### src/rtl/lcd_text_sequencer.sv
// lcd_text_sequencer
// Turns a servo angle into the command/character stream for a character LCD:
// clear, home, then "ANG: HTO" with leading-zero blanking of the angle digits.
// Each output value is held for a whole slot so the downstream display
// controller can latch it at its own pace.
//
// Ports
//   clk        system clock, rising edge
//   rst_n      asynchronous active-low reset
//   update     single-cycle request to show a new angle
//   angle      angle in degrees (clamped to 180)
//   write      1 = character data, 0 = command
//   ascii_data command code or ASCII character
//   busy       high while a sequence is in progress
//   done       one-cycle pulse after the last character slot
module lcd_text_sequencer #(
  parameter int SLOT_CYCLES = 4,
  parameter int CLR_CYCLES  = 16
) (
  input  logic       clk,
  input  logic       rst_n,
  input  logic       update,
  input  logic [7:0] angle,
  output logic       write,
  output logic [7:0] ascii_data,
  output logic       busy,
  output logic       done
);

  localparam int MAXC = (SLOT_CYCLES > CLR_CYCLES) ? SLOT_CYCLES : CLR_CYCLES;
  localparam int CW   = (MAXC > 1) ? $clog2(MAXC) : 1;
  localparam logic [CW-1:0] SLOT_LAST = CW'(SLOT_CYCLES - 1);
  localparam logic [CW-1:0] CLR_LAST  = CW'(CLR_CYCLES - 1);

  typedef enum logic [2:0] {IDLE, CONV, CLEAR, HOME, TEXT, DONE} state_t;

  state_t        state, state_nxt;
  logic [7:0]    rem, rem_nxt;        // remainder; holds the ones digit after CONV
  logic [1:0]    hund, hund_nxt;
  logic [3:0]    tens, tens_nxt;
  logic [CW-1:0] cnt, cnt_nxt;
  logic [2:0]    idx, idx_nxt;
  logic          pend_v, pend_v_nxt;
  logic [7:0]    pend_a, pend_a_nxt;
  logic [7:0]    clamped;
  logic [7:0]    char_code;

  assign clamped = (angle > 8'd180) ? 8'd180 : angle;

  always_ff @(posedge clk or negedge rst_n) begin
    if (!rst_n) begin
      state  <= IDLE;
      rem    <= '0;
      hund   <= '0;
      tens   <= '0;
      cnt    <= '0;
      idx    <= '0;
      pend_v <= 1'b0;
      pend_a <= '0;
    end else begin
      state  <= state_nxt;
      rem    <= rem_nxt;
      hund   <= hund_nxt;
      tens   <= tens_nxt;
      cnt    <= cnt_nxt;
      idx    <= idx_nxt;
      pend_v <= pend_v_nxt;
      pend_a <= pend_a_nxt;
    end
  end

  always_comb begin
    char_code = 8'h20;
    case (idx)
      3'd0: char_code = 8'h41;
      3'd1: char_code = 8'h4E;
      3'd2: char_code = 8'h47;
      3'd3: char_code = 8'h3A;
      3'd4: char_code = 8'h20;
      3'd5: char_code = (hund == 2'd0) ? 8'h20 : (8'h30 | {6'b0, hund});
      3'd6: char_code = (hund == 2'd0 && tens == 4'd0) ? 8'h20 : (8'h30 | {4'b0, tens});
      3'd7: char_code = 8'h30 | {4'b0, rem[3:0]};
      default: char_code = 8'h20;
    endcase
  end

  always_comb begin
    state_nxt  = state;
    rem_nxt    = rem;
    hund_nxt   = hund;
    tens_nxt   = tens;
    cnt_nxt    = cnt;
    idx_nxt    = idx;
    pend_v_nxt = pend_v;
    pend_a_nxt = pend_a;
    write      = 1'b0;
    ascii_data = 8'h00;
    busy       = (state != IDLE);
    done       = 1'b0;

    // Requests arriving mid-sequence are parked; the latest one wins.
    if (update && state != IDLE) begin
      pend_v_nxt = 1'b1;
      pend_a_nxt = clamped;
    end

    case (state)
      IDLE: begin
        if (update) begin
          rem_nxt   = clamped;
          hund_nxt  = '0;
          tens_nxt  = '0;
          state_nxt = CONV;
        end
      end
      CONV: begin
        if (rem >= 8'd100) begin
          rem_nxt  = rem - 8'd100;
          hund_nxt = hund + 2'd1;
        end else if (rem >= 8'd10) begin
          rem_nxt  = rem - 8'd10;
          tens_nxt = tens + 4'd1;
        end else begin
          cnt_nxt   = '0;
          state_nxt = CLEAR;
        end
      end
      CLEAR: begin
        ascii_data = 8'h01;
        if (cnt == CLR_LAST) begin
          cnt_nxt   = '0;
          state_nxt = HOME;
        end else begin
          cnt_nxt = cnt + 1'b1;
        end
      end
      HOME: begin
        ascii_data = 8'h80;
        if (cnt == SLOT_LAST) begin
          cnt_nxt   = '0;
          idx_nxt   = '0;
          state_nxt = TEXT;
        end else begin
          cnt_nxt = cnt + 1'b1;
        end
      end
      TEXT: begin
        write      = 1'b1;
        ascii_data = char_code;
        if (cnt == SLOT_LAST) begin
          cnt_nxt = '0;
          if (idx == 3'd7) state_nxt = DONE;
          else             idx_nxt   = idx + 3'd1;
        end else begin
          cnt_nxt = cnt + 1'b1;
        end
      end
      DONE: begin
        done       = 1'b1;
        // A request on this very cycle is newer than any parked one, so it
        // is used directly rather than going through the pending register.
        pend_v_nxt = 1'b0;
        hund_nxt   = '0;
        tens_nxt   = '0;
        if (update) begin
          rem_nxt   = clamped;
          state_nxt = CONV;
        end else if (pend_v) begin
          rem_nxt   = pend_a;
          state_nxt = CONV;
        end else begin
          state_nxt = IDLE;
        end
      end
      default: state_nxt = IDLE;
    endcase
  end

endmodule

### config.mk
export PLATFORM = sky130hd
export DESIGN_NAME = lcd_text_sequencer
export DESIGN_NICKNAME = d
export VERILOG_FILES = /design/src/rtl/lcd_text_sequencer.sv
export SDC_FILE = /design/constraint.sdc
export NUM_CORES = 1
export LEC_CHECK = 0
export CELL_PAD_IN_SITES_DETAIL_PLACEMENT = 1
export CELL_PAD_IN_SITES_GLOBAL_PLACEMENT = 1
export CORE_UTILIZATION = 31
export CTS_BUF_LIST = sky130_fd_sc_hd__clkbuf_4 sky130_fd_sc_hd__clkbuf_8
export DETAILED_ROUTE_END_ITERATION = 12
export PLACE_DENSITY_LB_ADDON = 0.08
export SETUP_SLACK_MARGIN = 0.15
export SKIP_CTS_REPAIR_TIMING = 1
export SYNTH_ARGS = -nofsm -noshare
export SYNTH_HDL_FRONTEND = slang
export SYNTH_SLANG_ARGS = --single-unit
### constraint.sdc
create_clock -name clk -period 1.83 [get_ports clk]
set_input_delay 0.183 -clock clk [delete_from_list [all_inputs] [get_ports clk]]
set_output_delay 0.183 -clock clk [all_outputs]
set_load 0.03 [all_outputs]
Yosys cells after proc, flatten, opt, wreduce, memory -nomap -nowiden
Cells that the tools add are included.
{ "op_classes": {"addsub": 6, "n_lt_le_gt_ge": 3, "eq_ne": 26, "muxes": 41, "n_reduce_logical": 18} }
{ "ops": {"columns": ["op", "n"], "rows": [
  ["8-bit case mux with 8 select lines", 1],
  ["8-bit 2-to-1 mux", 6],
  ["8-bit case mux with 3 select lines", 2],
  ["3-bit 2-to-1 mux", 10],
  ["4-bit 2-to-1 mux", 7],
  ["4-bit case mux with 3 select lines", 2],
  ["2-bit inequality test (second input constant)", 10],
  ["3-bit equality test (second input constant)", 6],
  ["3-bit case mux with 6 select lines", 1],
  ["3-bit by 2-bit equality test with 1-bit output (second input constant)", 4],
  ["4-bit AND reduction", 3],
  ["5-bit 2-to-1 mux", 2],
  ["3-bit nonzero test", 3],
  ["4-bit by 1-bit adder with 4-bit output (second input constant)", 2],
  ["8-bit by 4-bit >= comparator with 1-bit output (second input constant)", 1],
  ["8-bit by 7-bit >= comparator with 1-bit output (second input constant)", 1],
  ["8-bit > comparator (second input constant)", 1],
  ["8-bit by 4-bit subtractor with 8-bit output (second input constant)", 1],
  ["8-bit by 7-bit subtractor with 8-bit output (second input constant)", 1],
  ["7-bit AND reduction", 1],
  ["3-bit by 1-bit equality test with 1-bit output (second input constant)", 2],
  ["3-bit logical NOT", 2],
  ["1-bit 2-to-1 mux", 6],
  ["3-bit inequality test (second input constant)", 2],
  ["13 further kinds", 17]
]} }
{ "word_totals": {"register_bits": 33, "inputBits": 11, "output_inout_bits": 11, "word_cells": 102} }

Depth between registers and ports, before layout
Gate-level depths: netlist (run 1).
{ "depth": {"ltp_word": 5, "mapped_depth": 8, "ltp_nobuf": 7} }

Worst setup path before layout (run 1)
OpenSTA, ideal clock, no wires.
{ "synth_path": {"kind": "reg-to-output", "from": "register state[0]", "to": "output ascii_data[3]", "arrival_ns": 1.983, "required_time_ns": 1.647, "slack_ns": -0.336, "stages_incl_launch_ff": 6, "n_path_buf": 1, "path_cell_list": "dfrtp_1 -> or3b_2 -> clkbuf_1 -> inv_1 -> nand2_1 -> a21oi_1"} }
{ "synth_via": {"elab_chain_len": 2, "elab_cells_between_ends": 4, "cone_classes": "eq/ne (3); mux (1)"} }
{ "synth_lines": {"columns": ["element", "line", "text"], "rows": [
  ["start: declaration", "37", "state_t state, state_nxt;"],
  ["start signal: assignment", "61", "state <= state_nxt;"],
  ["3-bit equality test or 3-bit by 2-bit equality test with 1-bit output (tied branches)", "107", "case (state)"],
  ["8-bit case mux with 3 select lines *", "107", null],
  ["end: declaration", "25", "output logic [7:0] ascii_data,"]
]} }
Every way passes the cells marked *; elsewhere a longest branch is shown, timed or not.

Final worst setup path (run 1)
{ "layout_path": {"from": "register idx[1]", "to": "output ascii_data[0]"} }
{ "layout_via": {"elab_chain_len": 3, "elab_cells_between_ends": 10, "cone_classes": "eq/ne (7); mux (2); reduce/logical (1)"} }
{ "layout_lines": {"columns": ["element", "line", "text"], "rows": [
  ["start: declaration", "42", "logic [2:0] idx, idx_nxt;"],
  ["start signal: assignment", "66", "idx <= idx_nxt;"],
  ["3-bit equality test (tied with other cells)", "74", "case (idx)"],
  ["8-bit case mux with 8 select lines *", "74", null],
  ["8-bit case mux with 3 select lines *", "107", null]
]} }
Every way passes the cells marked *; elsewhere a longest branch is shown, timed or not. The select of a mux whose other input is x is not followed.

==> impl_metrics.yaml, run 1 <==
sta:
  worst_slack_ns: -0.328
  skew_ns: 0.00354
  fmax_mhz: 463
  finalSetupViolations: 27
  fin_crit_sh: 1.18
  hold_violations: 0
  drv_slew: 0
  worst_pin_slew_ns: 0.389
  rsz0062_at_grt: "true"
  hold_ws_ns: 0.262
  slew_headroom: 0.738
  fin_tns_setup_ns: -4.35
  period_needed_ns: 2.16
setup_path:
  end_kind: "output pin"
  ff2ff_path_depth: 6
  r2r-start: "rem[2]"
  worstReg2RegEnd: "state[2]"
  setup.worst_path.end: "ascii_data[0]"
  start_kind: "flip-flop"
  path_max_fanout: 6
  worstSetupStartpoint: "idx[1]"
  critical_path_class: "flip-flop to output pin"
  cp.arrival_ns: 1.97
  rrSetupSlack_ns: -0.28
  cp_data_required_time_ns: 1.65
final_layout:
  antenna_cells: 0
  n_fill_cell: 888
  final_core_util: 0.532
  multiInputGateArea_um2: 1950
  regArea_um2: 831
  final_common_cell: "buf_4"
  layout.cells.non_filler: 517
  layout.nets: 441
  final_cell_area_um2: 4110
  drive_gt1_frac: 0.451
  syn2layout_area_growth_pct: 66.2
  final_cell_mix: "buf_4 (72), nand2_1 (35), dfrtp_1 (29)"
placed_design:
  pre_cts_ws_ns: -0.232
  hpwl_um: 6250
  io_buffers: 21
  gp_congestion: 0.792
  dp.cells: 493
  place_area_um2: 3470
detailed_routing:
  wl_per_cell_um: 17.6
  viasPerCell: 5.36
  drt_iter0_drc: 90
  wl_um: 9080
  antenna_left: 0
  dr.pass1.iters: 4
  drcViolationCount: 0
  vias: 2769
clock_tree:
  clk_path_buf_depth: 2
  cts_tree: "yes"
  clkLatencyLatePin_ns: 0.29
  path_clk_slew_ns: 0.08
  numCtsBuffers: 5
  cts_root_buffer: "clkbuf_8"
  cts_num_sinks: 33
  htree_levels: 2
floorplanning:
  rows: 32
  chipWidth_um: 91.4
  top_level_ports: 22
  die_area_um2: 8340
  core_area_um2: 7730
  die_h_um: 91.4
  start_util: 0.320
worst_hold_path:
  hp-class: "input pin to async pin"
synth:
  syn_nets: 337
  netlist_area_um2: 2470
  syn_inst: 311
  ys_warn_count: 0
  yosys-top-cells-area: "dfrtp_1 (33%), o21ai_0 (8.3%), ha_1 (7.6%), nand2_1 (6.4%), a21oi_1 (4.7%)"
  yosys.area.top_type: "dfrtp_1"
  yosys.area.top_type_share: 0.334
  synth_edf_count: 0
  syn_avg_cell_area_um2: 7.96
  synth_seq_cells: 33
  async_flop_share: 1.00
  yosysUniqueCellTypes: 52
  yosysSeqAreaShare: 0.334
  ys.flop_type: "dfrtp_1"
grt:
  grt_pass1_vias: 2775
  overflow: 0
  grt_start_max_net_pins: 34
  antenna_found_initial: 0
  grt_use_total: 0.207
  grt_first_pass_wirelength_um: 13700
power:
  internal-power_mw: 3.68
  ir_worst_vdd_mv: 0.860
  power.switching_mw: 3.13
  powerDensity_nw_per_um2: 1650
  leakagePower_nw: 1.76
  power.total_mw: 6.80
  clkPwrFrac: 0.087
  swShare: 0.459
  pwr-share-comb: 0.706
  seqPwrFrac: 0.207
run_status:
  violations: "setup timing"
  status: "finished, violations left"
flow_run:
  drv_cap: 0
==> metal layers <==
| metal | global-route usage | share of wire | vias up | wire, um |
|---|---|---|---|---|
| met5 | 0 | 0 | - | 0 |
| met2 | 0.362 | 0.52 | 43 | 4680 |
| met1 | 0.275 | 0.46 | 1389 | 4140 |
| li1 | - | - | 1331 | - |
| met4 | 0.0397 | 0.0074 | 0 | 67 |
| met3 | 0.0251 | 0.020 | 6 | 186 |
==> power groups by stage <==
stage          Combinational, mW  Clock (mW)  Sequential [mW]
6_report                    4.80       0.590             1.41
5_1_grt                     5.20       0.622             1.45
4_1_cts                     3.68       0.603             1.37
3_5_place_dp                3.66           0             1.38
3_3_place_gp                3.60           0             1.37
2_1_floorplan               2.15           0             1.33
==> how the worst min path moves through the flow <==
stage          cells after the start  slack, ns         to
5_1_grt                            2       0.30     cnt[2]
3_3_place_gp                       2       0.46  pend_a[6]
4_1_cts                            2       0.28     cnt[2]
6_report                           2       0.26     idx[0]
3_5_place_dp                       2       0.47  pend_a[0]
2_1_floorplan                      0      -0.11     cnt[0]
==> worst max-delay path: stages (launching register included) <==
cell and delay, ns:
dfrtp_2 0.45, ha_4 0.19, ha_4 0.18, buf_6 0.12, nor2_4 0.11, nand3_2 0.09
a31o_4 0.27, a21oi_4 0.14, buf_6 0.14
==> cells in the mapped netlist, drive strengths merged, types with 3 or more instances <==
master,number
dfrtp,33
o21ai,41
nand2b,12
ha,15
a221o,5
clkbuf,9
nand3,7
nor3,6
nand2,43
buf,7
o31ai,8
a31oi,8
a22o,3
nor2,24
inv,20
a21oi,23
mux2i,3
a21o,4
==> cell families after synthesis <==
logic type | Yosys count | synth area share
flip-flops | 33 | 0.334
XOR/XNOR | 2 | 0.00708
buffers and inverters | 36 | 0.0607
AO/OA/AOI/OAI | 111 | 0.291
multiplexers | 4 | 0.0167
AND/OR/NAND/NOR | 110 | 0.215
adder cells (fa/ha/maj) | 15 | 0.0758
==> registers in the layout, indices dropped and copies added (netlist names) <==
register	flops
rem	8
cnt	4
idx	3
hund	2
state	3
pend_a	8
pend_v	1
tens	4
==> cell type report <==
cell class,count,share of cell area
clock inverters,1,0.00122
flip-flops and latches,33,0.202
repair buffers,113,0.253
clock buffers,6,0.0186
multi-input cells,242,0.475
inverters,20,0.0195
well taps,102,0.0310
(Power assumes the default switching activity.)
==> run 2, diff against run 1 <==
--- a/config.mk
+++ b/config.mk
@@ -7,6 +7,7 @@
 export LEC_CHECK = 0
 export CELL_PAD_IN_SITES_DETAIL_PLACEMENT = 1
 export CELL_PAD_IN_SITES_GLOBAL_PLACEMENT = 1
+export CORE_MARGIN = 8
 export CORE_UTILIZATION = 31
 export CTS_BUF_LIST = sky130_fd_sc_hd__clkbuf_4 sky130_fd_sc_hd__clkbuf_8
 export DETAILED_ROUTE_END_ITERATION = 12
@@ -16,3 +17,4 @@
 export SYNTH_ARGS = -nofsm -noshare
 export SYNTH_HDL_FRONTEND = slang
 export SYNTH_SLANG_ARGS = --single-unit
+export TNS_END_PERCENT = 1
==> run 2 against run 1 <==
  * The run still ends with setup timing left
  * Cell area decreased by 12%
  * Non-clock buffer count decreased by 20
  * Die area increased by 33%
  * Clock power increased by 28%
  * Hold slack improved by 0.060 ns
  * Count of clock-buffer cells in the layout unchanged
==> impl_metrics.yaml, run 2 (same netlist as run 1, synthesis figures left out) <==
final_layout:
  syn2layout_area_growth_pct: 47.0
  final_cell_area_um2: 3640
  final_common_cell: "buf_4"
  regArea_um2: 832
  layout.nets: 421
  top_regs: "pend_a: 8 flops, rem: 8 flops"
  antenna_cells: 0
  n_fill_cell: 930
  drive_gt1_frac: 0.364
  final_cell_mix: "buf_4 (78), nand2_1 (39), o21ai_0 (30)"
  multiInputGateArea_um2: 1720
sta:
  finalSetupViolations: 19
  period_needed_ns: 2.11
  hold_violations: 0
  skew_ns: 0.00574
  drv_slew: 0
  fin_crit_sh: 1.15
  hold_ws_ns: 0.323
  fmax_mhz: 474
  slew_headroom: 0.668
  worst_slack_ns: -0.281
  rsz0062_at_grt: "true"
  worst_pin_slew_ns: 0.498
  fin_tns_setup_ns: -2.20
setup_path:
  ff2ff_path_depth: 7
  max_stage_delay_ns: 0.47
  cp_slowest_cell: "dfrtp_2"
  rrSetupSlack_ns: -0.15
  path_cells: "ha_4 -> ha_4 -> a21oi_1 -> o21ai_1 -> a221oi_2 -> buf_4 -> nor2_4 -> buf_4"
  cp_data_required_time_ns: 1.65
  worstReg2RegEnd: "state[0]"
  cp.arrival_ns: 1.93
  start_kind: "flip-flop"
  critical_path_class: "flip-flop to output pin"
  end_kind: "output pin"
  r2r-start: "rem[2]"
  crit_family: "flip-flops"
  worstSetupStartpoint: "idx[1]"
  path_max_fanout: 6
  critical_path_buf_inv_count: 2
floorplanning:
  core_area_um2: 7730
  chipWidth_um: 105
  start_util: 0.320
  die_area_um2: 11100
  rows: 32
  top_level_ports: 22
  die_h_um: 105
placed_design:
  pre_cts_ws_ns: -0.278
  hpwl_um: 6440
  place_area_um2: 3310
  gp_congestion: 0.833
  io_buffers: 21
detailed_routing:
  wl_per_cell_um: 16.9
  viasPerCell: 5.22
  vias: 2602
  wl_um: 8410
  dr.pass1.iters: 4
  drcViolationCount: 0
  drt_iter0_drc: 72
  antenna_left: 0
run_status:
  status: "finished, violations left"
  violations: "setup timing"
clock_tree:
  cts_root_buffer: "clkbuf_8"
  numCtsBuffers: 5
  clk_path_buf_depth: 2
  cts_num_sinks: 33
  path_clk_slew_ns: 0.08
  clkLatencyLatePin_ns: 0.29
  htree_levels: 2
  cts_tree: "yes"
grt:
  grt_pass1_vias: 2748
  grt_first_pass_wirelength_um: 13800
  antenna_found_initial: 0
  grt_start_max_net_pins: 34
  overflow: 0
  grt_use_total: 0.151
power:
  leakagePower_nw: 1.60
  internal-power_mw: 3.27
  swShare: 0.450
  pwr-share-comb: 0.639
  power.total_mw: 5.94
  ir_worst_vdd_mv: 0.643
  seqPwrFrac: 0.233
  powerDensity_nw_per_um2: 1630
  clkPwrFrac: 0.128
  power.switching_mw: 2.67
flow_run:
  drv_cap: 0
worst_hold_path:
  hp-class: "input pin to async pin"
[run 2: changes by cell type in the layout (fill, tap and decap cells not counted), moves of 3 or more]
| cell | before | now |
|---|---|---|
| nand2_1 | 35 | 39 |
| o21ai_2 | 8 | 2 |
| buf_4 | 72 | 78 |
| nor2_4 | 7 | 3 |
| a21oi_2 | 3 | 0 |
| o31ai_4 | 3 | 0 |
| a21oi_1 | 18 | 21 |
| buf_12 | 5 | 1 |
| o21ai_1 | 15 | 9 |
| buf_6 | 24 | 2 |
| o21ai_0 | 17 | 30 |
[run 2: layout make-up]
type,instances,share of cell area
clock buffer,6,0.0227
clock inverter,2,0.0103
inverter,20,0.0213
multi-input combinational,242,0.474
sequential,33,0.229
tap,102,0.0351
timing repair buffer,93,0.208
[run 2: per-layer routing]
layer  track usage  part of all wire  vias to the layer above
li1              -                 -                     1293
met1         0.200              0.50                     1281
met2         0.248              0.47                       22
met3        0.0256             0.020                        6
met4        0.0398            0.0086                        0
met5             0                 0                        -
[run 2: how the worst max path moves through the flow]
stage | cells after the start | slack [ns] | endpoint
after floorplan | 7 | -0.1 | state[1]
after global placement | 7 | -0.18 | state[0]
after detailed placement | 7 | -0.28 | state[1]
after CTS | 8 | -0.55 | ascii_data[1]
after global routing | 6 | -0.37 | ascii_data[0]
final | 8 | -0.28 | ascii_data[1]
[run 2: through the flow]
stage / util / instances
2_1_floorplan: - / 311
3_3_place_gp: 0.428 / 488
3_5_place_dp: 0.428 / 488
4_1_cts: 0.444 / 496
5_1_grt: 0.471 / 498
6_report: 0.471 / 498
[run 2: power groups by stage]
stage | registers, mW | clock network [mW] | logic (mW)
after global placement | 1.35 | 0 | 3.52
after detailed placement | 1.37 | 0 | 3.57
after global routing | 1.43 | 0.806 | 4.20
final | 1.38 | 0.758 | 3.80
after CTS | 1.35 | 0.784 | 3.59
after floorplan | 1.31 | 0 | 2.01
